--- src/rtl/piano_pkg.sv ---
// Shared constants and FSM state type for the 12-key polyphony controller.
package piano_pkg;

  localparam int NUM_KEYS    = 12;
  localparam int KEY_IDX_W   = 4;
  localparam int KEY_COUNT_W = 6;

  typedef enum logic [1:0] {
    IDLE = 2'd0,
    SCAN = 2'd1,
    DONE = 2'd2
  } state_e;

endpackage

--- src/rtl/voice_allocator_if.sv ---
// Key-scan request and voice-allocation result bundle between the keyboard front end and the allocator.
interface voice_allocator_if #(
  parameter int NUM_VOICES = 4
);
  import piano_pkg::*;

  logic [NUM_KEYS-1:0]     keys;
  logic                    start;
  logic                    busy;
  logic                    scan_done;
  logic [NUM_VOICES-1:0]   voice_active;
  logic [4*NUM_VOICES-1:0] voice_note;
  logic [KEY_COUNT_W-1:0]  key_count;
  logic                    drop_flag;

  modport master (
    output keys, start,
    input  busy, scan_done, voice_active, voice_note, key_count, drop_flag
  );

  modport slave (
    input  keys, start,
    output busy, scan_done, voice_active, voice_note, key_count, drop_flag
  );
endinterface

--- src/rtl/voice_allocator_key_popcount.sv ---
// Combinational count of pressed keys in a 12-bit key snapshot.
module key_popcount
  import piano_pkg::*;
(
  input  logic [NUM_KEYS-1:0]    bits_in,
  output logic [KEY_COUNT_W-1:0] count
);

  always_comb begin
    count = '0;
    for (int i = 0; i < NUM_KEYS; i++) begin
      count = count + KEY_COUNT_W'(bits_in[i]);
    end
  end

endmodule

--- src/rtl/voice_allocator.sv ---
// Maps pressed keys onto NUM_VOICES voices, one key per SCAN cycle.
// Define VOICE_STEAL_EN to steal the oldest voice instead of dropping a key when the pool is full.
module voice_allocator
  import piano_pkg::*;
#(
  parameter int NUM_VOICES = 4,
  parameter int AGE_W      = 4
) (
  input  logic            clk,
  input  logic            reset,
  voice_allocator_if.slave bus
);

  localparam int VIDX_W = (NUM_VOICES > 1) ? $clog2(NUM_VOICES) : 1;
  localparam logic [KEY_IDX_W-1:0] LAST_IDX = KEY_IDX_W'(NUM_KEYS - 1);

  state_e                                 state_q, state_d;
  logic [NUM_KEYS-1:0]                    snap_q, snap_d;
  logic [KEY_IDX_W-1:0]                   idx_q, idx_d;
  logic                                   drop_acc_q, drop_acc_d;
  logic [NUM_VOICES-1:0]                  active_q, active_d;
  logic [NUM_VOICES-1:0][KEY_IDX_W-1:0]   note_q, note_d;
  logic [NUM_VOICES-1:0][AGE_W-1:0]       age_q, age_d;
  logic [KEY_COUNT_W-1:0]                 key_count_q, key_count_d;
  logic                                   drop_flag_q, drop_flag_d;
  logic                                   scan_done_q, scan_done_d;

  logic [KEY_COUNT_W-1:0] snap_count;
  logic                   held;
  logic [VIDX_W-1:0]      held_v;
  logic                   free_found;
  logic [VIDX_W-1:0]      free_v;
`ifdef VOICE_STEAL_EN
  logic [VIDX_W-1:0]      old_v;
  logic [AGE_W-1:0]       old_age;
`endif

  key_popcount u_popcount (
    .bits_in (snap_q),
    .count   (snap_count)
  );

  // Priority searches over the voice pool for the key currently being scanned.
  always_comb begin
    held       = 1'b0;
    held_v     = '0;
    free_found = 1'b0;
    free_v     = '0;
    for (int v = 0; v < NUM_VOICES; v++) begin
      if (!held && active_q[v] && note_q[v] == idx_q) begin
        held   = 1'b1;
        held_v = VIDX_W'(v);
      end
    end
    for (int v = NUM_VOICES - 1; v >= 0; v--) begin
      if (!active_q[v]) begin
        free_found = 1'b1;
        free_v     = VIDX_W'(v);
      end
    end
  end

`ifdef VOICE_STEAL_EN
  // Strict greater-than keeps the lowest index on equal ages.
  always_comb begin
    old_v   = '0;
    old_age = age_q[0];
    for (int v = 1; v < NUM_VOICES; v++) begin
      if (age_q[v] > old_age) begin
        old_v   = VIDX_W'(v);
        old_age = age_q[v];
      end
    end
  end
`endif

  // NOTE: every *_d gets its hold value first, so no path through the case leaves one unassigned (no latches).
  always_comb begin
    state_d     = state_q;
    snap_d      = snap_q;
    idx_d       = idx_q;
    drop_acc_d  = drop_acc_q;
    active_d    = active_q;
    note_d      = note_q;
    age_d       = age_q;
    key_count_d = key_count_q;
    drop_flag_d = drop_flag_q;
    scan_done_d = 1'b0;

    unique case (state_q)
      IDLE: begin
        if (bus.start) begin
          snap_d     = bus.keys;
          drop_acc_d = 1'b0;
          idx_d      = '0;
          state_d    = SCAN;
        end
      end
      SCAN: begin
        if (snap_q[idx_q] && !held) begin
          if (free_found) begin
            active_d[free_v] = 1'b1;
            note_d[free_v]   = idx_q;
            age_d[free_v]    = '0;
          end else begin
`ifdef VOICE_STEAL_EN
            note_d[old_v] = idx_q;
            age_d[old_v]  = '0;
`else
            drop_acc_d = 1'b1;
`endif
          end
        end else if (!snap_q[idx_q] && held) begin
          active_d[held_v] = 1'b0;
          age_d[held_v]    = '0;
        end
        if (idx_q == LAST_IDX) begin
          state_d = DONE;
        end else begin
          idx_d = idx_q + 1'b1;
        end
      end
      DONE: begin
        key_count_d = snap_count;
        drop_flag_d = drop_acc_q;
        scan_done_d = 1'b1;
        for (int v = 0; v < NUM_VOICES; v++) begin
          if (active_q[v] && age_q[v] != '1) begin
            age_d[v] = age_q[v] + 1'b1;
          end
        end
        state_d = IDLE;
      end
      default: state_d = IDLE;
    endcase
  end

  // NOTE: state uses non-blocking assignments so every flop samples pre-edge values; the voice table is reset too because its contents are visible on outputs.
  always_ff @(posedge clk) begin
    if (reset) begin
      state_q     <= IDLE;
      snap_q      <= '0;
      idx_q       <= '0;
      drop_acc_q  <= 1'b0;
      active_q    <= '0;
      note_q      <= '0;
      age_q       <= '0;
      key_count_q <= '0;
      drop_flag_q <= 1'b0;
      scan_done_q <= 1'b0;
    end else begin
      state_q     <= state_d;
      snap_q      <= snap_d;
      idx_q       <= idx_d;
      drop_acc_q  <= drop_acc_d;
      active_q    <= active_d;
      note_q      <= note_d;
      age_q       <= age_d;
      key_count_q <= key_count_d;
      drop_flag_q <= drop_flag_d;
      scan_done_q <= scan_done_d;
    end
  end

  assign bus.busy         = (state_q != IDLE);
  assign bus.scan_done    = scan_done_q;
  assign bus.voice_active = active_q;
  assign bus.voice_note   = note_q;
  assign bus.key_count    = key_count_q;
  assign bus.drop_flag    = drop_flag_q;

endmodule

--- src/flat_wrapper.sv ---
// flat-port wrapper written by rule: the top's interface ports become plain ports
module voice_allocator_flat import piano_pkg::*;
#(
  parameter int NUM_VOICES = 4,
  parameter int AGE_W      = 4
)
  (clk, reset, bus_keys, bus_start, bus_busy, bus_scan_done, bus_voice_active, bus_voice_note, bus_key_count, bus_drop_flag);
  voice_allocator_if #(.NUM_VOICES(NUM_VOICES)) bus_i ();
  input  logic clk;
  input  logic reset;
  input wire logic [$bits(bus_i.keys)-1:0] bus_keys;
  input wire logic [$bits(bus_i.start)-1:0] bus_start;
  output wire logic [$bits(bus_i.busy)-1:0] bus_busy;
  output wire logic [$bits(bus_i.scan_done)-1:0] bus_scan_done;
  output wire logic [$bits(bus_i.voice_active)-1:0] bus_voice_active;
  output wire logic [$bits(bus_i.voice_note)-1:0] bus_voice_note;
  output wire logic [$bits(bus_i.key_count)-1:0] bus_key_count;
  output wire logic [$bits(bus_i.drop_flag)-1:0] bus_drop_flag;
  assign bus_i.keys = bus_keys;
  assign bus_i.start = bus_start;
  assign bus_busy = bus_i.busy;
  assign bus_scan_done = bus_i.scan_done;
  assign bus_voice_active = bus_i.voice_active;
  assign bus_voice_note = bus_i.voice_note;
  assign bus_key_count = bus_i.key_count;
  assign bus_drop_flag = bus_i.drop_flag;
  voice_allocator #(.NUM_VOICES(NUM_VOICES), .AGE_W(AGE_W)) u_core (.clk(clk), .reset(reset), .bus(bus_i));
endmodule
--- config.mk ---
export PLATFORM = sky130hd
export DESIGN_NAME = voice_allocator_flat
export DESIGN_NICKNAME = d
export VERILOG_FILES = /design/src/rtl/piano_pkg.sv /design/src/rtl/voice_allocator_if.sv /design/src/rtl/voice_allocator_key_popcount.sv /design/src/rtl/voice_allocator.sv /design/src/flat_wrapper.sv
export SDC_FILE = /design/constraint.sdc
export NUM_CORES = 1
export LEC_CHECK = 0
export CORE_MARGIN = 3
export CORE_UTILIZATION = 37
export CTS_BUF_LIST = sky130_fd_sc_hd__clkbuf_4 sky130_fd_sc_hd__clkbuf_8
export CTS_CLUSTER_SIZE = 24
export DETAILED_ROUTE_END_ITERATION = 8
export PLACE_DENSITY = 0.7
export SYNTH_ARGS = -nofsm -noshare
export SYNTH_HDL_FRONTEND = slang
export SYNTH_SLANG_ARGS = --single-unit
--- constraint.sdc ---
create_clock -name clk -period 3.3 [get_ports clk]
set_clock_uncertainty 0.1 [all_clocks]
set_input_delay 0.33 -clock clk [delete_from_list [all_inputs] [get_ports clk]]
set_output_delay 0.33 -clock clk [all_outputs]
set_load 0.02 [all_outputs]
Word level (Yosys, flattened, before mapping)
Index checks and enable logic that the tools add are counted.
{"block": "op_classes", "add_sub_neg": 12, "div_mod_pow": 0, "n_eq_ne": 13, "reduce_logical": 26, "magnitude_cmp": 5, "n_bitwise": 3, "n_mux": 38, "mul": 0, "shift": 0}
{"op": "$add A6 B1 Y6", "count": 6}
{"op": "$mux W4", "count": 6}
{"op": "$bwmux W16", "count": 1}
{"op": "$eq A4 B4 Y1", "count": 4}
{"op": "$mux W1", "count": 16}
{"op": "$mux W2", "count": 8}
{"op": "$logic_and A1 B1 Y1", "count": 11}
{"op": "$reduce_and A3 Y1", "count": 3}
{"op": "$demux W4 S2", "count": 1}
{"op": "$pmux W4 S2", "count": 1}
{"op": "$add A5 B1 Y6", "count": 1}
{"op": "$lt A2 B3 Y1 const B", "count": 2}
{"op": "$ne A2 B1 Y1 const B", "count": 3}
{"op": "$ne A2 B2 Y1 const B", "count": 3}
{"op": "$reduce_bool A2 Y1", "count": 3}
{"op": "$add A4 B1 Y5", "count": 1}
{"op": "$logic_not A1 Y1", "count": 5}
{"op": "$lt A4 B5 Y1 const B", "count": 1}
{"op": "$add A3 B1 Y4", "count": 1}
{"op": "$add A4 B1 Y4 const B", "count": 1}
{"op": "$and A4 B4 Y4", "count": 1}
{"op": "$bmux W1 S4", "count": 1}
{"op": "$demux W1 S2", "count": 2}
{"op": "$eq A4 B4 Y1 const B", "count": 1}
{"op": "other kinds (12)", "count": 14}
{"block": "word_totals", "ramBits": 0, "latch_bits": 0, "word_cells": 109, "output_inout_bits": 29, "regBits": 47, "inputBits": 15, "n_memories": 0, "romBits": 0}

Longest topological paths before layout
Gate-level depths: netlist of the first run.
{"block": "logic_depth", "depth_word": 23, "ltp_mapped": 12}

By module
A second synthesis of the first run with hierarchy kept.
{"block": "hier_totals", "hier_cells": 277, "area_unflattened_um2": 2573.7}
{"mod": "voice_allocator", "cells_per_inst": 239, "area_each_um2": 2227.1, "n_inst": 1}
{"mod": "key_popcount", "cells_per_inst": 38, "area_each_um2": 346.6, "n_inst": 1}

Worst setup path before layout of the first run
OpenSTA, ideal clock, no wires.
{"block": "synth_path", "path_type": "register to register", "start": "register u_core.snap_q[0]", "end": "register u_core.key_count_q[2], in the netlist u_core.bus.key_count[2]", "n_path_buf": 0, "path_stages_with_launch": 13, "setup_time_ns": 0.070, "required_time_ns": 3.130, "arrival_ns": 3.173, "slack_ns": -0.043, "synth_period_minus_slack_ns": 3.343, "path_cell_list": "dfxtp_1 fa_1 fa_1 inv_1 fa_1 fa_1 inv_1 ha_1 inv_1 fa_1 xnor2_1 nand2_1 a21oi_1"}
{"block": "synth_between", "elab_chain_cells": 11}
{"element": "from (decl)", "line_no": "voice_allocator.sv:18", "text": "logic [NUM_KEYS-1:0] snap_q, snap_d;"}
{"element": "from (signal assigned)", "line_no": "voice_allocator.sv:153", "text": "snap_q <= snap_d;"}
{"element": "$add A1 B1 Y2", "line_no": "voice_allocator_key_popcount.sv:12", "text": "count = count + KEY_COUNT_W'(bits_in[i]);"}
{"element": "$add A2 B1 Y3", "line_no": "voice_allocator_key_popcount.sv:12"}
{"element": "$add A3 B1 Y4", "line_no": "voice_allocator_key_popcount.sv:12"}
{"element": "$add A4 B1 Y5", "line_no": "voice_allocator_key_popcount.sv:12"}
{"element": "$add A5 B1 Y6", "line_no": "voice_allocator_key_popcount.sv:12"}
{"element": "$add A6 B1 Y6 (6 in a row)", "line_no": "voice_allocator_key_popcount.sv:12"}
{"element": "to (signal assigned)", "line_no": "voice_allocator.sv:159", "text": "key_count_q <= key_count_d;"}
{"element": "to (decl)", "line_no": "voice_allocator.sv:24", "text": "logic [KEY_COUNT_W-1:0] key_count_q, key_count_d;"}
No other way between the ends.
A chain may end at the register's enable or synchronous reset.

Worst setup path after layout of the first run
{"block": "layout_path", "start": "register u_core.snap_q[5]", "end": "register u_core.key_count_q[1], in the netlist u_core.bus.key_count[1]"}
{"block": "layout_between", "elab_chain_cells": 7}
{"element": "$add A5 B1 Y6", "line_no": "voice_allocator_key_popcount.sv:12"}
{"element": "$add A6 B1 Y6 (6 in a row)", "line_no": "voice_allocator_key_popcount.sv:12"}
No other way between the ends.

==> summary.txt, run 1 <==
Yosys
  – Syn Area/Cell: 8.83 um^2
  – Post-Synthesis Cells: 275
  – Post-Synth XOR/XNOR Area: 6.49%
  – EDFF count, synth: 0
  – Synth async-reset ratio: 0%
  – Top cells by area, synth: dfxtp_1, nand2_1, mux2i_1
  – FF+latch count, synth: 45
  – Top-area cell type share of the netlist area: 37.1%
  – Ys Warns: 0
  – Post-synthesis simple-gate area fraction: 20.2%
  – Sequential area share after synthesis: 37.1%
  – Area leader, netlist: dfxtp_1
  – Post-synth top flop: dfxtp_1
  – Yosys cell types: 45
  – Largest family of logic cells by synthesized area: simple AND/OR/NAND/NOR gates
  – Netlist Area Pre-Place: 0.00243 mm^2
  – Complex-gate fraction of the synthesized area: 11.5%
  – Post-synthesis adder-cell area fraction: 8.35%
  – Multiplexer share of the synthesized area: 9.69%

Clock tree
  – TritonCTS clock tree: yes
  – Clock Path Buffers: 2
  – CTS root buf: clkbuf_8
  – Clock latency on the worst-skew pair: 300 ps
  – H-tree depth: 2
  – Num Clock Sinks: 45
  – Number of CTS-inserted buffers: 5
  – Worst-path clk slew: 80 ps

Final layout
  – Nets: 344
  – # diodes: 0
  – Area Overhead vs Synth: 26.8%
  – Non-Filler Instances: 393
  – Filler cells: 568
  – Fraction of layout cells with a size suffix above 1: 10.7%

Worst setup path
  – WS Path Type: reg -> reg
  – CP endpoint kind: register
  – FF-to-FF setup slack: -120 ps
  – Critical path fanouts, max: 2
  – CP required: 3430 ps
  – Kind of start point of the critical path: register
  – Crit path DAT: 3550 ps

STA
  – Relative slew slack: 52.9%
  – Slew @ Worst Pin: 705 ps
  – Hold Violations, Final: 0
  – Worst hold slack: 355 ps
  – Fmax: 292 MHz
  – Crit share post-route: 104%
  – Fin crit period: 3420 ps
  – Final setup fails: 2
  – RSZ-0062 raised after global routing: yes
  – Final WS setup: -123 ps
  – Fin. max-slew vios: 0

Run
  – Number of max-cap violations: 0

Global routing
  – GRT Util Overall: 15.6%
  – Initial antenna violation count: 0
  – Remaining Overflow, GRT: 0
  – First-pass GRT wire length: 9280 um
  – Vias in the first global route: 1,946
  – Largest net degree at the start of global routing: 35

Drt
  – Drt via density: 5.02
  – Wire per inst: 14.3 um
  – Vias: 1,974
  – Antenna Nets Post-Route: 0
  – Detailed router's first-iteration violation count: 161
  – Drt pass-1 iters: 4
  – Final wirelength: 5610 um
  – DR DRC count: 0

Floorplanning
  – Horiz. Die Dim: 87.0 um
  – Die area: 0.00757 mm^2
  – Die extent in y: 87.0 um
  – Io pins: 44
  – Core ar.: 0.00613 mm^2
  – Starting Density: 39.6%
  – # rows: 28

Power
  – VDD IR-drop max: 232 uV
  – Power density cells: 416 mW/mm^2
  – Pleak: 1.25 nW

Placement
  – GP Congestion: 0.837
  – IO buf count: 41
  – Placed Cells incl. Taps: 384
  – Post-DP HPWL: 4100 um

Hold path
  – Worst Hold Class: reg -> reg

Outcome
  – Failing checks: setup timing
  – Status: complete, but fails checks
-- critical path: stages (launching register included) --
cell and delay (ps):
dfxtp_2 340, fa_1 500, fa_1 510, inv_1 50, fa_1 460, fa_2 540
inv_2 40, ha_4 150, inv_2 50, fa_2 430, a211oi_2 170
-- cell usage after synthesis, types with 2 or more instances --
cell type and n:
nand3_1 3, dfxtp_1 45, o31ai_1 2, nand2b_1 9, o21ai_0 3, buf_6 2, buf_1 3, clkbuf_1 5
xnor2_1 10, and2_0 2, xor2_1 8, mux2i_1 19, a21o_1 2, mux4_2 2, ha_1 5, inv_1 19
nor2_1 10, nand4_2 3, a211oi_1 4, nor2b_1 4, nand2_1 53, nand4_1 5, a221oi_1 2, fa_1 7
nor3_1 5, a21oi_1 21, buf_4 2, buf_2 3
-- where the power goes --
| group | switching (mW) | total (mW) | internal, mW |
|---|---|---|---|
| combinational | 0.112 | 0.207 | 0.0957 |
| sequential | 0.0180 | 0.573 | 0.555 |
| clock | 0.198 | 0.499 | 0.301 |
| total | 0.327 | 1.28 | 0.952 |
-- state kept, by name (all words and copies together), names as in the netlist --
signal / cells
u_core.bus.voice_note: 16
u_core.snap_q: 12
u_core.bus.key_count: 4
u_core.bus.voice_active: 4
u_core.idx_q: 4
u_core.state_q: 2
u_core.bus.drop_flag: 1
u_core.bus.scan_done: 1
u_core.drop_acc_q: 1
-- routing by layer --
metal	GRT usage (%)	wire length (um)	vias up	share of wire, %
met2	25.2	2560	39	46
li1	-	-	999	-
met3	2.65	189	10	3.4
met4	5.95	110	0	2.0
met1	20.9	2750	926	49
met5	0	0	-	0
-- kinds of logic (layout without fill, tap and decap cells) --
| kind of cell | Yosys count | in the layout |
|---|---|---|
| adder cells (fa/ha/maj) | 12 | 12 |
| AND/OR/NAND/NOR | 100 | 100 |
| multiplexers | 21 | 21 |
| other | 1 | 2 |
| AO/OA/AOI/OAI | 43 | 43 |
| buffers and inverters | 35 | 77 |
| XOR/XNOR | 18 | 18 |
| flip-flops | 45 | 45 |
-- repair_timing --
action / in CTS / in global routing
pin swaps: 2 / 4
gates resized for setup: 2 / 5
hold buffers: 0 / 0
buffers inserted: 1 / 0
setup endpoints to repair: 3 / 3
-- path summary, 6_finish.rpt --
path,end,from,cells after the start
min reg2reg,u_core.bus.key_count[0],u_core.bus.key_count[0],2
max,u_core.bus.key_count[1],u_core.snap_q[5],10
min,u_core.bus.key_count[0],u_core.bus.key_count[0],2
max reg2reg,u_core.bus.key_count[1],u_core.snap_q[5],10
-- area by class of cell --
| class | count | area [um^2] | area share, % |
|---|---|---|---|
| Inverter | 20 | 75.1 | 2.44 |
| Clock buffer | 5 | 68.8 | 2.24 |
| Timing Repair Buffer | 49 | 470 | 15.3 |
| Sequential cell | 45 | 903 | 29.4 |
| Tap cell | 75 | 93.8 | 3.05 |
| Clock inverter | 3 | 65.1 | 2.11 |
| Multi-Input combinational cell | 196 | 1400 | 45.5 |
-- metrics by stage --
stage | total power, mW | setup TNS (ps) | util [%] | cell area, um^2 | setup slack (ps)
2_1_floorplan | 0.719 | -13.7 | - | 2440 | -13.7
3_3_place_gp | 0.767 | -87.1 | 47.6 | 2920 | -58.9
3_5_place_dp | 0.776 | -230 | 47.6 | 2920 | -133
4_1_cts | 1.27 | -244 | 49.9 | 3060 | -128
5_1_grt | 1.34 | -484 | 50.2 | 3080 | -249
6_report | 1.28 | -226 | 50.2 | 3080 | -123
-- cells in the final DEF (no fill, tap or decap), types with 2 or more instances in the layout --
cell and instances:
mux4_2 2, xnor2_1 10, nor2_1 10, nor3_1 5, inv_1 17, clkbuf_8 5, conb_1 2, a21o_1 2
a211oi_1 2, and2_0 2, nand2_1 53, o31ai_1 2, mux2i_1 19, xor2_1 8, o21ai_0 3, nand4_1 5
ha_1 4, nor2b_1 4, fa_2 2, a21oi_1 21, nand3_1 3, nand4_2 3, dfxtp_1 43, bufinv_16 2
fa_1 5, a211oi_2 2, dfxtp_2 2, clkdlybuf4s50_1 41, buf_4 8, nand2b_1 9, a221oi_1 2, inv_2 2
Power figures use the tool's default switching activity.
==> run 2, diff against run 1 <==
Settings changed: PLACE_DENSITY 0.7 to 0.68.
Clock period 3.3 ns to 3.16 ns, I/O delays scaled along.
==> run 2 against run 1 <==
Net effect: critical endpoint is now u_core.bus.key_count[2]; the run still ends with setup timing left; worst hold slack lost 1.3 ps; sequential cell count is the same; sequential power grew 3.8%.
==> summary.txt, run 2 (synthesized netlist as in run 1, its figures left out) <==
Outcome
  – Status: complete, but fails checks
  – Failing checks: setup timing

Final layout
  – Commonest non-fill, non-tap cell in the layout: nand2_1
  – Area occupied by multi-input gates: 0.00139 mm^2 (-0.71%)
  – Utilization after layout: 49.8% (-0.39 points)
  – Commonest cells after routing, fill and taps aside: nand2_1, dfxtp_1, clkdlybuf4s50_1
  – Fraction of layout cells with a size suffix above 1: 10.1% (-0.63 points)
  – Nets: 344 (unchanged)
  – Filler cells: 570 (+0.35%)
  – Area Overhead vs Synth: 25.8%
  – # diodes: 0 (unchanged)
  – Max reg flops: 16 (unchanged)
  – Sequential Area: 903 um^2 (unchanged)

Worst setup path
  – Top cell by count, worst path: fa_1
  – CP endpoint kind: register
  – Crit path DAT: 3530 ps (-20 ps)
  – Crit-path slowest cell: fa_1
  – WP buf/inv: 3 (unchanged)
  – CP cell instances: fa_1 -> fa_1 -> inv_1 -> fa_1 -> fa_1 -> inv_1 -> ha_2 -> inv_2 -> fa_2 -> xnor2_2 -> nand2_1 -> a21oi_1
  – CP top delay family: adder cells
  – WS Path Type: reg -> reg
  – Kind of start point of the critical path: register
  – CP required: 3290 ps (-140 ps)
  – Critical path's largest stage delay: 520 ps (-20 ps)
  – Critical path fanouts, max: 2 (unchanged)

Power
  – Total chip power: 1.26 mW (-1.4%)
  – VDD IR-drop max: 238 uV (+2.6%)
  – Pleak: 1.26 nW (+0.14%)
  – Power density cells: 413 mW/mm^2 (-0.58%)

Placement
  – Post-DP HPWL: 4060 um (-0.89%)
  – GP Congestion: 0.807 (-3.7%)
  – DP Worst Slack: -262 ps (-129 ps)
  – IO buf count: 41 (unchanged)

Run
  – Number of max-cap violations: 0 (unchanged)

Global routing
  – Vias in the first global route: 1,964 (+0.92%)
  – Initial antenna violation count: 0 (unchanged)
  – Remaining Overflow, GRT: 0 (unchanged)
  – Largest net degree at the start of global routing: 35 (unchanged)
  – First-pass GRT wire length: 9230 um (-0.52%)
  – GRT Util Overall: 15.5% (-0.19 points)

Drt
  – Drt via density: 5.04 (+0.41%)
  – Vias: 1,982 (+0.41%)
  – Antenna Nets Post-Route: 0 (unchanged)
  – Detailed router's first-iteration violation count: 102 (-37%)
  – Wire per inst: 13.7 um (-3.7%)
  – Final wirelength: 5400 um (-3.7%)
  – DR DRC count: 0 (unchanged)
  – Drt pass-1 iters: 4 (unchanged)

Floorplanning
  – Io pins: 44 (unchanged)
  – Starting Density: 39.6% (unchanged)
  – Horiz. Die Dim: 87.0 um (unchanged)
  – # rows: 28 (unchanged)
  – Core ar.: 0.00613 mm^2 (unchanged)
  – Die extent in y: 87.0 um (unchanged)
  – Die area: 0.00757 mm^2 (unchanged)

Clock tree
  – CTS root buf: clkbuf_8
  – Number of CTS-inserted buffers: 5 (unchanged)
  – TritonCTS clock tree: yes
  – Clock latency on the worst-skew pair: 300 ps (about the same)
  – Clock Path Buffers: 2 (unchanged)
  – H-tree depth: 2 (unchanged)
  – Num Clock Sinks: 45 (unchanged)
  – Hold buffers post-CTS: 0 (unchanged)
  – Number of setup buffers added after CTS: 0 (-1)
  – Worst-path clk slew: 80 ps (about the same)

STA
  – Final setup fails: 3 (+1)
  – Slew @ Worst Pin: 685 ps (-20.4 ps)
  – RSZ-0062 raised after global routing: yes
  – Fin crit period: 3410 ps (-16.9 ps)
  – Final WS setup: -246 ps (-123 ps)
  – Fin. max-slew vios: 0 (unchanged)
  – Relative slew slack: 54.3% (+1.4 points)
  – Crit share post-route: 108% (+4.1 points)
  – Setup TNS: -571 ps (-345 ps)
  – Hold Violations, Final: 0 (unchanged)
  – Fmax: 294 MHz (+0.50%)

Hold path
  – Worst Hold Class: reg -> reg
-- run 2: changes by cell type in the layout (fill, tap and decap cells not counted) --
cell,previous run,this run
xnor2_1,10,9
inv_1,17,18
fa_2,2,1
a211oi_2,2,1
ha_4,1,0
inv_2,2,1
clkbuf_4,0,1
clkinv_2,1,0
a211oi_1,2,3
clkbuf_8,5,6
xnor2_2,0,1
bufinv_16,2,1
fa_1,5,6
ha_2,0,1
-- run 2: what timing repair did --
action                                  CTS  global route
endpoints found under the setup margin    3             3
resized for setup                         0             2
pin swaps                                 1             2
-- run 2: final timing paths --
| path | from | to | slack, ps | depth (start not counted) |
|---|---|---|---|---|
| worst max register to register | u_core.snap_q[5] | u_core.bus.key_count[2] | -250 | 12 |
| worst min register to register | u_core.bus.drop_flag | u_core.bus.drop_flag | 350 | 2 |
| worst max-delay path | u_core.snap_q[5] | u_core.bus.key_count[2] | -250 | 12 |
| worst min-delay path | u_core.bus.drop_flag | u_core.bus.drop_flag | 350 | 2 |
-- run 2: worst reg2reg max path, delay by kind of cell (launching register included) --
family / cells / cell delay (ps)
XOR/XNOR: 1 / 130
adder cells (fa/ha/maj): 6 / 2430
buffers and inverters: 3 / 160
flip-flops: 1 / 330
AO/OA/AOI/OAI: 1 / 130
AND/OR/NAND/NOR: 1 / 60
-- run 2: layout make-up --
cell class              count  share of cell area [%]
repair buffers             49                    15.4
clock buffers               7                    2.95
well taps                  75                    3.07
inverters                  20                    2.46
clock inverters             1                   0.984
multi-input cells         196                    45.5
flip-flops and latches     45                    29.6
-- run 2: where the power goes --
| part | total (mW) | switching, mW | internal (mW) |
|---|---|---|---|
| combinational | 0.204 | 0.111 | 0.0931 |
| clock | 0.463 | 0.196 | 0.267 |
| sequential | 0.595 | 0.0149 | 0.580 |
-- run 2: per-layer routing --
layer / track usage [%] / vias up / share of wire, %
met3: 3.60 / 6 / 4.1
met4: 4.25 / 0 / 1.1
met1: 20.7 / 931 / 47
met2: 24.9 / 47 / 47
li1: - / 998 / -
met5: 0 / - / 0
-- run 2: per-stage QoR --
stage / instance area (um^2) / hold WS [ps] / instances
2_1_floorplan: 2440 / 332 / 276
3_3_place_gp: 2920 / 345 / 385
3_5_place_dp: 2920 / 348 / 385
4_1_cts: 3040 / 359 / 393
5_1_grt: 3050 / 387 / 393
6_report: 3050 / 353 / 393
